$ cat config.mk
export PLATFORM = sky130hd
export DESIGN_NAME = xgmii_tx_framer
export DESIGN_NICKNAME = d
export VERILOG_FILES = /design/src/rtl/xgmii_tx_framer_pkg.sv /design/src/rtl/xgmii_tx_framer_term.sv /design/src/rtl/xgmii_tx_framer.sv
export SDC_FILE = /design/constraint.sdc
export NUM_CORES = 1
export LEC_CHECK = 0
export ABC_AREA = 1
export ABC_CLOCK_PERIOD_IN_PS = 3020
export CORE_MARGIN = 2
export CORE_UTILIZATION = 27
export DETAILED_ROUTE_END_ITERATION = 8
export PLACE_DENSITY = 0.52
export SLEW_MARGIN = 5
export SYNTH_ARGS = -nofsm -noshare
export SYNTH_HDL_FRONTEND = slang
export SYNTH_SLANG_ARGS = --single-unit
$ cat constraint.sdc
create_clock -name sys_clk -period 3.02 [get_ports sys_clk]
set_input_delay 0.453 -clock sys_clk [delete_from_list [all_inputs] [get_ports sys_clk]]
set_output_delay 0.453 -clock sys_clk [all_outputs]
set_load 0.02 [all_outputs]
$ cat src/rtl/xgmii_tx_framer_pkg.sv
// -----------------------------------------------------------------------------
// xgmii_tx_framer_pkg
// Shared XGMII definitions for the TX framer:
//   - control characters (IDLE, START, TERM, ERROR)
//   - fixed 64-bit words: idle, preamble/start, terminate-in-lane-0, error
//   - framer state encodings
// -----------------------------------------------------------------------------
package xgmii_tx_framer_pkg;

  localparam logic [7:0] XGMII_IDLE  = 8'h07;
  localparam logic [7:0] XGMII_START = 8'hFB;
  localparam logic [7:0] XGMII_TERM  = 8'hFD;
  localparam logic [7:0] XGMII_ERROR = 8'hFE;

  localparam logic [63:0] IDLE_WORD     = {8{XGMII_IDLE}};
  // Start character in lane 0, six preamble bytes, SFD in lane 7.
  localparam logic [63:0] PREAMBLE_WORD = {8'hD5, {6{8'h55}}, XGMII_START};
  localparam logic [63:0] TERM_WORD     = {{7{XGMII_IDLE}}, XGMII_TERM};
  localparam logic [63:0] ERROR_WORD    = {8{XGMII_ERROR}};

  localparam logic [7:0] TXC_ALL_CTRL = 8'hFF;
  localparam logic [7:0] TXC_ALL_DATA = 8'h00;
  localparam logic [7:0] TXC_START    = 8'h01;

  typedef enum logic [2:0] {
    ST_IDLE  = 3'd0,
    ST_PRE   = 3'd1,
    ST_DATA  = 3'd2,
    ST_TERM  = 3'd3,
    ST_ERR   = 3'd4,
    ST_DRAIN = 3'd5,
    ST_IFG   = 3'd6
  } state_t;

endpackage

$ cat src/rtl/xgmii_tx_framer_term.sv
// -----------------------------------------------------------------------------
// xgmii_tx_term
// Combinational builder for the last word of a frame. Lanes below n carry
// data, lane n carries the terminate character, lanes above carry idles.
// txc is set for every lane at or above n. With n=8 the word is pure data.
// Ports:
//   i_data   [63:0]  last frame word, lane 0 = [7:0]
//   i_cnt_m1 [2:0]   valid byte count minus 1 (n-1)
//   o_txd    [63:0]  XGMII data for this word
//   o_txc    [7:0]   XGMII control flags for this word
// -----------------------------------------------------------------------------
module xgmii_tx_term
  import xgmii_tx_framer_pkg::*;
(
  input  logic [63:0] i_data,
  input  logic [2:0]  i_cnt_m1,
  output logic [63:0] o_txd,
  output logic [7:0]  o_txc
);

  logic [3:0] w_n;
  assign w_n = {1'b0, i_cnt_m1} + 4'd1;

  genvar gi;
  generate
    for (gi = 0; gi < 8; gi++) begin : g_lane
      assign o_txd[gi*8 +: 8] = (4'(gi) <  w_n) ? i_data[gi*8 +: 8] :
                                (4'(gi) == w_n) ? XGMII_TERM : XGMII_IDLE;
      assign o_txc[gi]        = (4'(gi) >= w_n);
    end
  endgenerate

endmodule

$ cat src/rtl/xgmii_tx_framer.sv
// -----------------------------------------------------------------------------
// xgmii_tx_framer
// Pulls pre-built frames (DA..FCS) from a first-word-fall-through FIFO and
// emits them on a 64-bit XGMII TX interface with start/preamble, terminate,
// underrun error signalling and a minimum inter-frame gap.
// Ports:
//   sys_clk, sys_rst_n      clock, async active-low reset
//   fifo_dout [71:0]        FIFO head: [63:0] data, [71] eof, [66:64] n-1
//   fifo_empty              head word invalid
//   fifo_rd_en              pop head this cycle (combinational)
//   tx_enable               link-up qualifier, sampled only between frames
//   xgmii_txd/xgmii_txc     registered XGMII outputs
//   busy                    state is not IDLE
//   tx_frames               good frames terminated (wraps)
//   tx_underruns            underrun-aborted frames (saturates)
// -----------------------------------------------------------------------------
module xgmii_tx_framer
  import xgmii_tx_framer_pkg::*;
#(
  parameter int unsigned IFG_WORDS = 2
)(
  input  logic        sys_clk,
  input  logic        sys_rst_n,
  input  logic [71:0] fifo_dout,
  input  logic        fifo_empty,
  output logic        fifo_rd_en,
  input  logic        tx_enable,
  output logic [63:0] xgmii_txd,
  output logic [7:0]  xgmii_txc,
  output logic        busy,
  output logic [31:0] tx_frames,
  output logic [15:0] tx_underruns
);

  localparam logic [3:0] IFG_LOAD = 4'(IFG_WORDS - 1);

  state_t      r_state;
  logic [63:0] r_txd;
  logic [7:0]  r_txc;
  logic [3:0]  r_ifg_cnt;
  logic [31:0] r_frames;
  logic [15:0] r_underruns;

  state_t      w_state_next;
  logic [63:0] w_txd_next;
  logic [7:0]  w_txc_next;
  logic        w_pop;
  logic        w_frame_done;
  logic        w_underrun;

  logic        w_eof;
  logic        w_start;
  logic [63:0] w_last_txd;
  logic [7:0]  w_last_txc;
  logic        w_unused;

  assign w_eof    = fifo_dout[71];
  assign w_start  = tx_enable && !fifo_empty;
  // Reserved head bits [70:67] are deliberately ignored.
  assign w_unused = &{1'b0, fifo_dout[70:67]};

  xgmii_tx_term u_term (
    .i_data   (fifo_dout[63:0]),
    .i_cnt_m1 (fifo_dout[66:64]),
    .o_txd    (w_last_txd),
    .o_txc    (w_last_txc)
  );

  always_comb begin
    w_state_next = r_state;
    w_txd_next   = IDLE_WORD;
    w_txc_next   = TXC_ALL_CTRL;
    w_pop        = 1'b0;
    w_frame_done = 1'b0;
    w_underrun   = 1'b0;
    unique case (r_state)
      ST_IDLE: begin
        if (w_start) w_state_next = ST_PRE;
      end
      ST_PRE: begin
        w_txd_next   = PREAMBLE_WORD;
        w_txc_next   = TXC_START;
        w_state_next = ST_DATA;
      end
      ST_DATA: begin
        if (fifo_empty) begin
          w_txd_next   = ERROR_WORD;
          w_underrun   = 1'b1;
          w_state_next = ST_ERR;
        end else begin
          w_pop = 1'b1;
          if (!w_eof) begin
            w_txd_next = fifo_dout[63:0];
            w_txc_next = TXC_ALL_DATA;
          end else begin
            w_txd_next = w_last_txd;
            w_txc_next = w_last_txc;
            if (fifo_dout[66:64] == 3'd7) begin
              // Full last word: terminate goes out on its own next cycle.
              w_state_next = ST_TERM;
            end else begin
              w_frame_done = 1'b1;
              w_state_next = ST_IFG;
            end
          end
        end
      end
      ST_TERM: begin
        w_txd_next   = TERM_WORD;
        w_frame_done = 1'b1;
        w_state_next = ST_IFG;
      end
      ST_ERR: begin
        w_txd_next   = TERM_WORD;
        w_state_next = ST_DRAIN;
      end
      ST_DRAIN: begin
        if (!fifo_empty) begin
          w_pop = 1'b1;
          if (w_eof) w_state_next = ST_IFG;
        end
      end
      ST_IFG: begin
        // The last gap cycle also makes the IDLE start decision, so the next
        // start word follows exactly IFG_WORDS idles after the terminate.
        if (r_ifg_cnt == 4'd0) w_state_next = w_start ? ST_PRE : ST_IDLE;
      end
      default: w_state_next = ST_IDLE;
    endcase
  end

  always_ff @(posedge sys_clk or negedge sys_rst_n) begin
    if (!sys_rst_n) begin
      r_state     <= ST_IDLE;
      r_txd       <= IDLE_WORD;
      r_txc       <= TXC_ALL_CTRL;
      r_ifg_cnt   <= IFG_LOAD;
      r_frames    <= 32'd0;
      r_underruns <= 16'd0;
    end else begin
      r_state   <= w_state_next;
      r_txd     <= w_txd_next;
      r_txc     <= w_txc_next;
      r_ifg_cnt <= (r_state == ST_IFG) ? r_ifg_cnt - 4'd1 : IFG_LOAD;
      if (w_frame_done) r_frames <= r_frames + 32'd1;
      if (w_underrun && (r_underruns != 16'hFFFF)) r_underruns <= r_underruns + 16'd1;
    end
  end

  assign fifo_rd_en   = w_pop;
  assign busy         = (r_state != ST_IDLE);
  assign xgmii_txd    = r_txd;
  assign xgmii_txc    = r_txc;
  assign tx_frames    = r_frames;
  assign tx_underruns = r_underruns;

endmodule

Word level (Yosys, flattened, before mapping)

Index checks and enable logic that the tools add are counted.

Add/sub/neg operators: 4
Order comparisons: 16
Equality and inequality tests: 20
Muxes and demuxes: 40
Reduce and logical (&&, ||, !) cells: 10

Operators by type and width:

| kind                                                       | number |
|---|---|
| one-hot mux 64 bit (3 select lines)                        | 1 |
| 2-to-1 mux 8 bit                                           | 18 |
| 2-to-1 mux 64 bit                                          | 2 |
| adder 32 x 1 -> 32 bit (second input constant)             | 1 |
| 2-to-1 mux 3 bit                                           | 7 |
| one-hot mux 3 bit (7 select lines)                         | 1 |
| adder 16 x 1 -> 16 bit (second input constant)             | 1 |
| equality test 3 x 4 -> 1 bit (first input constant)        | 4 |
| >= comparator 3 x 4 -> 1 bit (first input constant)        | 4 |
| less-than comparator 3 x 4 -> 1 bit (first input constant) | 4 |
| != test 16 bit (second input constant)                     | 1 |
| one-hot mux 8 bit (2 select lines)                         | 1 |
| equality test 3 bit (second input constant)                | 4 |
| equality test 2 x 4 -> 1 bit (first input constant)        | 2 |
| >= comparator 1 x 4 -> 1 bit (first input constant)        | 2 |
| >= comparator 2 x 4 -> 1 bit (first input constant)        | 2 |
| zero test 4 bit                                            | 2 |
| less-than comparator 1 x 4 -> 1 bit (first input constant) | 2 |
| less-than comparator 2 x 4 -> 1 bit (first input constant) | 2 |
| 2-to-1 mux 1 bit                                           | 8 |
| != test 2 bit (second input constant)                      | 4 |
| equality test 3 x 2 -> 1 bit (second input constant)       | 2 |
| AND reduction 5 bit                                        | 1 |
| adder 3 x 1 -> 4 bit (second input constant)               | 1 |
| 11 further kinds                                           | 13 |

Register bits: 127
Input bits: 76
Output and inout port bits: 122
Word-level logic and storage cells: 96

Logic depth before layout (Yosys ltp)

Gate-level depths: netlist of run 1.

Depth after elaboration: 7
Mapped depth: 12

Hierarchy

From an unflattened synthesis of run 1, not the netlist that was laid out.

Cell total of the unflattened synthesis: 954
Area, all modules: 7255.7 um^2

By module, submodules not included:

| module          | times used | cells each | area an instance (um^2) |
|---|---|---|---|
| xgmii_tx_framer | 1          | 798        | 6496.2 |
| xgmii_tx_term   | 1          | 156        | 759.5 |

Worst setup path after synthesis of run 1

No wires, ideal clock.

Path kind: input to register
From: input fifo_dout[64]
To: register r_txd[34], in the netlist xgmii_txd[34]
Library setup time: 82 ps
Data arrival time: 1878 ps
Data required time: 2938 ps
Setup slack: 1060 ps
Stages on the path: 10
Cells stage by stage: ha_1 ha_1 buf_2 inv_2 nand2_1 nor2_2 inv_1 clkbuf_1 nand3_1 or2_1

Longest elaborated chain between the ends: 6

Ends and longest elaborated chain:

| what                                | line                       | text |
|---|---|---|
| start, declared                     | xgmii_tx_framer.sv:24      | `input logic [71:0] fifo_dout,` |
| adder 3 x 1 -> 4 bit                | xgmii_tx_framer_term.sv:22 | `assign w_n = {1'b0, i_cnt_m1} + 4'd1;` |
| less-than comparator 3 x 4 -> 1 bit | xgmii_tx_framer_term.sv:27 | `assign o_txd[gi*8 +: 8] = (4'(gi) < w_n) ? i_data[gi*8 +: 8] :` |
| 2-to-1 mux 8 bit                    | xgmii_tx_framer_term.sv:27 |  |
| 2-to-1 mux 64 bit                   | xgmii_tx_framer.sv:92      | `if (!w_eof) begin` |
| 2-to-1 mux 64 bit                   | xgmii_tx_framer.sv:86      | `if (fifo_empty) begin` |
| one-hot mux 64 bit (3 select lines) | xgmii_tx_framer.sv:76      | `unique case (r_state)` |
| net w_txd_next[34]                  | xgmii_tx_framer.sv:45      | `logic [63:0] w_txd_next;` |
| end signal, assigned                | xgmii_tx_framer.sv:142     | `r_txd <= w_txd_next;` |
| end, declared                       | xgmii_tx_framer.sv:38      | `logic [63:0] r_txd;` |

The timed path passes the listed nets, and every way through them passes these cells.
A chain may end at the register's enable or synchronous reset.

Worst setup path in the final report of run 1

From: register r_state[0]
To: output fifo_rd_en

Longest elaborated chain between the ends: 3
Elaborated cells on any way between the ends: 4

Ends and longest elaborated chain:

| what                                                                | line                   | text |
|---|---|---|
| start, declared                                                     | xgmii_tx_framer.sv:37  | `state_t r_state;` |
| start signal, assigned                                              | xgmii_tx_framer.sv:141 | `r_state <= w_state_next;` |
| equality test 3 bit or equality test 3 x 2 -> 1 bit (tied branches) | xgmii_tx_framer.sv:76  |  |
| OR reduction 2 bit (no line) *                                      | n/a                    |  |
| 2-to-1 mux 1 bit *                                                  | n/a                    |  |
| end, declared                                                       | xgmii_tx_framer.sv:26  | `output logic fifo_rd_en,` |

Mark *: on every way between the ends. The rest lies on a longest branch, timed or not.

==> summary.md, run 1 <==
| Metric | Value |
|---|---|
| CTS max path bufs | `2` |
| Fraction of the mapped netlist area in simple logic gates | `31.5%` |
| Number of antenna diodes | `0` |
| Root buffer cell | `sky130_fd_sc_hd__clkbuf_16` |
| Sink Count | `127` |
| Placed Instances | `1,321` |
| Final Skew | `8.46 ps` |
| Area share of fa/ha/maj cells after synthesis | `1.78%` |
| Netlist area before placement | `0.00632 sq mm` |
| Slew at the pin closest to its max-slew limit | `669 ps` |
| Quantity of I/O buffers inserted on ports | `193` |
| Cell count after synthesis | `814` |
| Horizontal die dimension | `157 microns` |
| GRT overflow | `0` |
| Minimum setup slack in the final design | `455 ps` |
| Final-layout worst hold slack | `41.9 ps` |
| Worst min path class | `primary input to async pin` |
| Metal1 wirelength | `9210 microns` |
| Worst IR drop on VDD | `414 uV` |
| Drc violations | `0` |
| Share of post-route cells with drive strength above 1 | `9.33%` |
| First-pass GRT wire length | `32,700 microns` |
| Power density of the placed cells | `806 mW/mm^2` |
| Average routed wire per standard cell | `15.3 microns` |
| RSZ-0062 raised after global routing | `false` |
| Clock share of power | `27.3%` |
| Number of buffers inserted by post-CTS setup repair | `0` |
| Critical register-to-register path startpoint | `tx_underruns[0]$_DFFE_PN0P_` |
| Top library cells by usage in the layout, fill and taps aside | `314 x sky130_fd_sc_hd__nand2_1, 192 x sky130_fd_sc_hd__clkdlybuf4s50_1, 105 x sky130_fd_sc_hd__nor2_1, 94 x sky130_fd_sc_hd__dfrtp_1, 63 x sky130_fd_sc_hd__inv_1` |
| Cell leakage power | `0.00411 uW` |
| Post-route non-filler standard cell count | `1,353` |
| Switching power summed over all nets | `2800 uW` |
| Commonest non-fill, non-tap cell in the layout | `sky130_fd_sc_hd__nand2_1` |
| Fraction of power spent switching nets | `37.6%` |
| Path type of the worst setup path | `flip-flop to output port` |
| Endpoint of the lowest-slack register-to-register path | `tx_underruns[15]$_DFFE_PN0P_` |
| Clk pin slew, worst setup/hold paths | `60 ps` |
| Category of the worst setup path capture point | `output port` |
| Count of flip-flops with a built-in enable after synthesis | `0` |
| Post-synthesis mux area share | `0%` |
| Drt pass-1 iters | `5` |
| Die Y | `157 microns` |
| Number of hold violations in the final report | `0` |
| Final antenna-violating net count | `0` |
| Share of flip-flops with an asynchronous set or reset | `100%` |
| Final standard cell area without fillers | `0.00925 sq mm` |
| Clock insertion delay at the later pin of the skew report | `420 ps` |
| Last weighted congestion value of the routability-driven placer | `0.848` |
| Mean cell area of the mapped netlist | `7.76 sq um` |
| Die Footprint | `0.0246 sq mm` |
| Post-placement cell area | `0.00868 sq mm` |
| Number of antenna violations at the first check in global routing | `0` |
| Placement Rows | `55` |
| Area share of xor/xnor cells in the synthesized design | `3.47%` |
| Register-to-register setup slack | `1020 ps` |
| Total via count in the routed design | `5,938` |
| Number of levels the H-tree was split into | `4` |
| Mapped Nets | `899` |
| Fraction of the yosys area taken by sequential cells | `51.0%` |
| Detailed-placement wirelength estimate | `15,500 microns` |
| P&R area growth vs syn | `46.5%` |
| Critical Path Source | `r_state[0]$_DFFE_PN0P_` |
| Maximum operating frequency | `390 MHz` |
| Yosys warns | `0` |
| Combinational family with the most area after synthesis | `simple AND/OR/NAND/NOR gates` |
| Final number of setup-violating endpoints | `0` |
| Synth Area in Compound Gates | `6.54%` |
| Highest net fanout along the worst path | `6` |
| Setup crit start kind | `flip-flop` |
| Routed wire length | `20,700 microns` |
| Distinct cell type count after synthesis | `33` |
| Initial Util | `27.7%` |
| Worst max-slew margin expressed relative to the limit | `55.4%` |
| Outcome | `finished clean` |
| Largest net degree at the start of global routing | `69` |
| Initial drt markers | `286` |
| Most instantiated flip-flop cell in the synthesis netlist | `sky130_fd_sc_hd__dfrtp_1` |
| Combinational Power Share | `39.3%` |
| Avg Vias per Cell | `4.39` |
| R2R cell count | `10` |
| Fin nets | `1,112` |
| Number of storage elements in the synthesis netlist | `127` |
| Number of max-cap violations | `0` |
| Total met3 wirelength after detailed routing | `1500 microns` |
| Final period demand of the worst path | `2570 ps` |
| Part of the power in registers | `33.4%` |
| Number of gates resized after cts | `0` |
| Routed length on met2 | `9740 microns` |
| CTS Hold Bufs | `0` |
| FILL cells | `2,332` |
| Multi-input logic area | `0.00273 sq mm` |
| Number of pins exceeding their max-slew limit in the final report | `0` |
| Clock buffers created by TritonCTS | `17` |
| TritonCTS clock tree | `yes` |
| Core box area | `0.0228 sq mm` |
| Crit path required time | `2570 ps` |
| TNS Setup | `0 ps` |
| Number of global-route vias before repair | `5,967` |
| Global router's overall resource usage | `17.5%` |
| Arrival @ worst endpoint | `2110 ps` |
| Final period utilization | `84.9%` |
| Worst Setup Slack post-DPL | `302 ps` |
| Area taken by flip-flops and latches | `0.00322 sq mm` |
| Internal power consumption | `4660 uW` |
| I/O pins | `198` |
| Max Used Layer | `met4` |
-- layout make-up --
type / instances / share of cell area [%]
Sequential cell: 127 / 34.8
Multi-Input combinational cell: 601 / 29.5
Timing Repair Buffer: 208 / 22.3
Clock buffer: 18 / 4.64
Tap cell: 313 / 4.23
Inverter: 72 / 2.98
Clock inverter: 14 / 1.56
-- worst max-delay path, cell delays in order (launching register included) --
cell	delay (ps)
sky130_fd_sc_hd__dfrtp_1	490
sky130_fd_sc_hd__inv_2	130
sky130_fd_sc_hd__nor3_1	270
sky130_fd_sc_hd__nand2_1	90
sky130_fd_sc_hd__nand2_1	70
sky130_fd_sc_hd__clkdlybuf4s50_1	650
-- metrics by stage --
stage | util (%) | total power, uW
floorplan | - | 4050
global placement | 38.1 | 5470
detailed placement | 38.1 | 5480
CTS | 40.6 | 7570
global route | 40.6 | 7920
finish | 40.6 | 7460
-- logic make-up (layout without fill, tap and decap cells) --
| kind of cell | count (synthesis) | count (layout) |
|---|---|---|
| flops | 127 | 127 |
| compound gates | 78 | 78 |
| xor+xnor | 25 | 25 |
| fa+ha+maj | 9 | 9 |
| buf+inv | 86 | 312 |
| simple gates | 489 | 489 |
-- synthesized netlist by cell type, types with 2 or more instances --
| cell | number | share of area [%] |
|---|---|---|
| sky130_fd_sc_hd__a21oi_1 | 36 | 2.9 |
| sky130_fd_sc_hd__a31oi_1 | 5 | 0.50 |
| sky130_fd_sc_hd__buf_2 | 8 | 0.63 |
| sky130_fd_sc_hd__buf_6 | 3 | 0.53 |
| sky130_fd_sc_hd__clkbuf_1 | 2 | 0.12 |
| sky130_fd_sc_hd__dfrtp_1 | 94 | 37 |
| sky130_fd_sc_hd__dfstp_2 | 33 | 14 |
| sky130_fd_sc_hd__ha_1 | 9 | 1.8 |
| sky130_fd_sc_hd__inv_1 | 63 | 3.7 |
| sky130_fd_sc_hd__inv_2 | 7 | 0.42 |
| sky130_fd_sc_hd__inv_4 | 2 | 0.20 |
| sky130_fd_sc_hd__nand2_1 | 314 | 19 |
| sky130_fd_sc_hd__nand2_2 | 2 | 0.20 |
| sky130_fd_sc_hd__nand3_1 | 41 | 3.2 |
| sky130_fd_sc_hd__nand3b_1 | 3 | 0.36 |
| sky130_fd_sc_hd__nand4_1 | 10 | 0.99 |
| sky130_fd_sc_hd__nor2_1 | 105 | 6.2 |
| sky130_fd_sc_hd__nor3_1 | 7 | 0.55 |
| sky130_fd_sc_hd__o21a_1 | 4 | 0.48 |
| sky130_fd_sc_hd__o21ai_0 | 30 | 2.4 |
| sky130_fd_sc_hd__xnor2_1 | 16 | 2.2 |
| sky130_fd_sc_hd__xor2_1 | 9 | 1.2 |
-- power by group through the flow --
stage                     clock network, uW  registers [uW]  logic, uW
after floorplan                           0            3030       1020
after global placement                    0            2510       2960
final                                  2030            2490       2930
after detailed placement                  0            2520       2960
after global routing                   2170            2550       3190
after CTS                              2090            2500       2970
-- routing by layer --
metal | up-vias | global-route usage (%)
li1 | 2985 | -
met1 | 2781 | 21.9
met2 | 156 | 28.7
met3 | 16 | 5.89
met4 | 0 | 5.07
met5 | - | 0
-- registers in the layout (all words and copies together), names as in the netlist --
register,cells
r_state,3
tx_underruns,16
tx_frames,32
xgmii_txd,64
xgmii_txc,8
r_ifg_cnt,4
-- how the worst max path moves through the flow --
stage	to	slack (ps)	depth (start not counted)
after floorplan	xgmii_txd[34]$_DFF_PN1_	1060	10
after global placement	xgmii_txd[30]$_DFF_PN0_	390	11
after detailed placement	tx_frames[12]$_DFFE_PN0P_	300	10
after CTS	fifo_rd_en	430	5
after global routing	fifo_rd_en	300	5
final	fifo_rd_en	450	5
(Power assumes the default switching activity.)
==> run 2, diff against run 1 <==
ABC_CLOCK_PERIOD_IN_PS = 2380   (was 3020)
clock period = 2.38 ns   (was 3.02 ns; I/O delays follow)
==> run 2 against run 1 <==
  * Largest power group unchanged
  * Worst hold slack better by 420 ps
  * Combinational power increased by 28%
  * Sequential share of layout area decreased by 0.44 points
  * First-iteration DRC count increased by 16%
  * Critical path depth shrank 2
  * Total power up 28%
  * Sequential cell count unchanged
  * Sequential power rose by 27%
  * Die area unchanged
  * Routed wire length hardly changed
  * Clock skew rose by 6.8 ps
  * Clock power up 29%
  * Critical path type unchanged
==> summary.md, run 2 (synthesized netlist as in run 1, its figures left out) <==
| Metric | Value |
|---|---|
| Drt pass-1 iters | `4 (was 5)` |
| Clock buffers created by TritonCTS | `17 (unchanged)` |
| Worst min path class | `primary input to async pin (unchanged)` |
| Final-layout worst hold slack | `466 ps (was 41.9 ps)` |
| Utilization after layout | `41.1% (was 40.6%)` |
| Die Y | `157 microns (unchanged)` |
| Number of global-route vias before repair | `5,990 (was 5,967)` |
| Horizontal die dimension | `157 microns (unchanged)` |
| Global router's overall resource usage | `17.5% (about the same)` |
| Detailed-placement wirelength estimate | `15,700 microns (was 15,500 microns)` |
| Path type of the worst setup path | `flip-flop to output port (unchanged)` |
| Largest net degree at the start of global routing | `60 (was 69)` |
| GRT overflow | `0 (unchanged)` |
| I/O pins | `198 (unchanged)` |
| Drc violations | `0 (unchanged)` |
| Power density of the placed cells | `1020 mW/mm^2 (was 806 mW/mm^2)` |
| Maximum operating frequency | `461 MHz` |
| Series of cell instances along the critical path | `nor2_1, nand2_1, clkdlybuf4s50_1 (was inv_2, nor3_1, nand2_1, nand2_1, clkdlybuf4s50_1)` |
| Final period utilization | `91.2%` |
| Top library cells by usage in the layout, fill and taps aside | `314 x sky130_fd_sc_hd__nand2_1, 191 x sky130_fd_sc_hd__clkdlybuf4s50_1, 105 x sky130_fd_sc_hd__nor2_1, 94 x sky130_fd_sc_hd__dfrtp_1, 63 x sky130_fd_sc_hd__inv_1 (was 314 x sky130_fd_sc_hd__nand2_1, 192 x sky130_fd_sc_hd__clkdlybuf4s50_1, 105 x sky130_fd_sc_hd__nor2_1, 94 x sky130_fd_sc_hd__dfrtp_1, 63 x sky130_fd_sc_hd__inv_1)` |
| Outcome | `finished clean (unchanged)` |
| TritonCTS clock tree | `yes (unchanged)` |
| Fin nets | `1,123 (was 1,112)` |
| FILL cells | `2,334 (was 2,332)` |
| Placement Rows | `55 (unchanged)` |
| Initial drt markers | `333 (was 286)` |
| Total via count in the routed design | `5,964 (was 5,938)` |
| Initial Util | `27.7% (unchanged)` |
| Max incr delay on CP | `570 ps (was 650 ps)` |
| Clock insertion delay at the later pin of the skew report | `430 ps (was 420 ps)` |
| RSZ-0062 raised after global routing | `false (unchanged)` |
| Category of the worst setup path capture point | `output port (unchanged)` |
| Highest net fanout along the worst path | `6 (unchanged)` |
| Quantity of I/O buffers inserted on ports | `193 (unchanged)` |
| Number of levels the H-tree was split into | `4 (unchanged)` |
| Number of max-cap violations | `0 (unchanged)` |
| First-pass GRT wire length | `33,000 microns (was 32,700 microns)` |
| Final Skew | `15.3 ps (was 8.46 ps)` |
| Max FFs per register | `64 (unchanged)` |
| Worst IR drop on VDD | `629 uV (was 414 uV)` |
| Commonest non-fill, non-tap cell in the layout | `sky130_fd_sc_hd__nand2_1 (unchanged)` |
| Core box area | `0.0228 sq mm (unchanged)` |
| Worst max-slew margin expressed relative to the limit | `59.8% (was 55.4%)` |
| Worst Setup Slack post-DPL | `29.4 ps (was 302 ps)` |
| Avg Vias per Cell | `4.37 (was 4.39)` |
| Slowest-stage cell, CP | `sky130_fd_sc_hd__clkdlybuf4s50_1 (unchanged)` |
| Setup crit start kind | `flip-flop (unchanged)` |
| Arrival @ worst endpoint | `1810 ps (was 2110 ps)` |
| Number of pins exceeding their max-slew limit in the final report | `0 (unchanged)` |
| Number of antenna diodes | `0 (unchanged)` |
| Number of antenna violations at the first check in global routing | `0 (unchanged)` |
| Last weighted congestion value of the routability-driven placer | `0.856 (was 0.848)` |
| Cell leakage power | `0.00419 uW (was 0.00411 uW)` |
| TNS Setup | `0 ps (unchanged)` |
| Average routed wire per standard cell | `15.2 microns (was 15.3 microns)` |
| Final antenna-violating net count | `0 (unchanged)` |
| Clk pin slew, worst setup/hold paths | `70 ps (was 60 ps)` |
| Crit path required time | `2020 ps (was 2570 ps)` |
| CTS max path bufs | `2 (unchanged)` |
| Worst path top cell family by delay | `buffers and inverters (unchanged)` |
| Number of hold violations in the final report | `0 (unchanged)` |
| Final period demand of the worst path | `2170 ps` |
| Die Footprint | `0.0246 sq mm (unchanged)` |
| Root buffer cell | `sky130_fd_sc_hd__clkbuf_16 (unchanged)` |
| Sink Count | `127 (unchanged)` |
| P&R area growth vs syn | `48.3% (was 46.5%)` |
| Final number of setup-violating endpoints | `0 (unchanged)` |
| Slew at the pin closest to its max-slew limit | `603 ps (was 669 ps)` |
| Share of post-route cells with drive strength above 1 | `10.4% (was 9.33%)` |
| Worst path buffer plus inverter count | `1 (was 2)` |
| Routed wire length | `20,700 microns (about the same)` |
| Minimum setup slack in the final design | `209 ps (was 455 ps)` |
## run 2: cell count changes in the layout (fill, tap and decap cells not counted), sizes merged
cell | previous run | this run
clkinvlp | 5 | 0
dlygate4sd3 | 0 | 1
buf | 16 | 26
clkinv | 6 | 4
clkdlybuf4s50 | 192 | 191
clkbuf | 18 | 17
bufinv | 2 | 0
dlygate4sd2 | 0 | 1
inv | 73 | 83
## run 2: metal layers
layer / up-vias / wire (microns) / GRT usage [%] / share of wire, %
li1: 3019 / - / - / -
met3: 19 / 1420 / 5.92 / 6.8
met1: 2776 / 9270 / 22.0 / 45
met5: - / 0 / 0 / 0
met4: 0 / 297 / 5.33 / 1.4
met2: 150 / 9700 / 28.6 / 47
## run 2: cell type report
class	instances	area (sq um)	area share, %
Clock buffer	17	425	4.54
Tap cell	313	392	4.18
Sequential cell	127	3220	34.4
Multi-Input combinational cell	601	2740	29.2
Timing Repair Buffer	219	2150	23.0
Inverter	72	275	2.94
Clock inverter	15	164	1.75
## run 2: what timing repair did
item	CTS	global route
endpoints found under the hold margin	39	0
endpoints found under the setup margin	1	0
resized for setup	2	0
hold buffers	1	0
buffers inserted	0	0
## run 2: report_power, final
part           internal (uW)  total, uW  switching [uW]
Clock                   1420       2620            1210
Combinational           1540       3750            2210
Sequential              2860       3160             298
## run 2: through the flow
step	std cells	power, uW	area (sq um)
after floorplan	814	5140	6320
final	1364	9530	9370
after global routing	1364	10100	9370
after detailed placement	1331	7000	8760
after CTS	1364	9690	9370
after global placement	1331	6980	8760
## run 2: path summary, 6_finish.rpt
path                                             startpoint                           to  slack, ps  cells past startpoint
worst max-delay path                 r_state[0]$_DFFE_PN0P_                         busy        210                      3
worst min-delay path                              sys_rst_n      xgmii_txd[61]$_DFF_PN0_        470                      2
worst max register to register  tx_underruns[0]$_DFFE_PN0P_  tx_underruns[0]$_DFFE_PN0P_        510                      9
worst min register to register       r_ifg_cnt[0]$_DFF_PN1_       r_ifg_cnt[0]$_DFF_PN1_        470                      1
max in group asynchronous                         sys_rst_n     tx_frames[4]$_DFFE_PN0P_       1210                      3
min in group sys_clk                          fifo_dout[21]      xgmii_txd[21]$_DFF_PN0_        470                      3
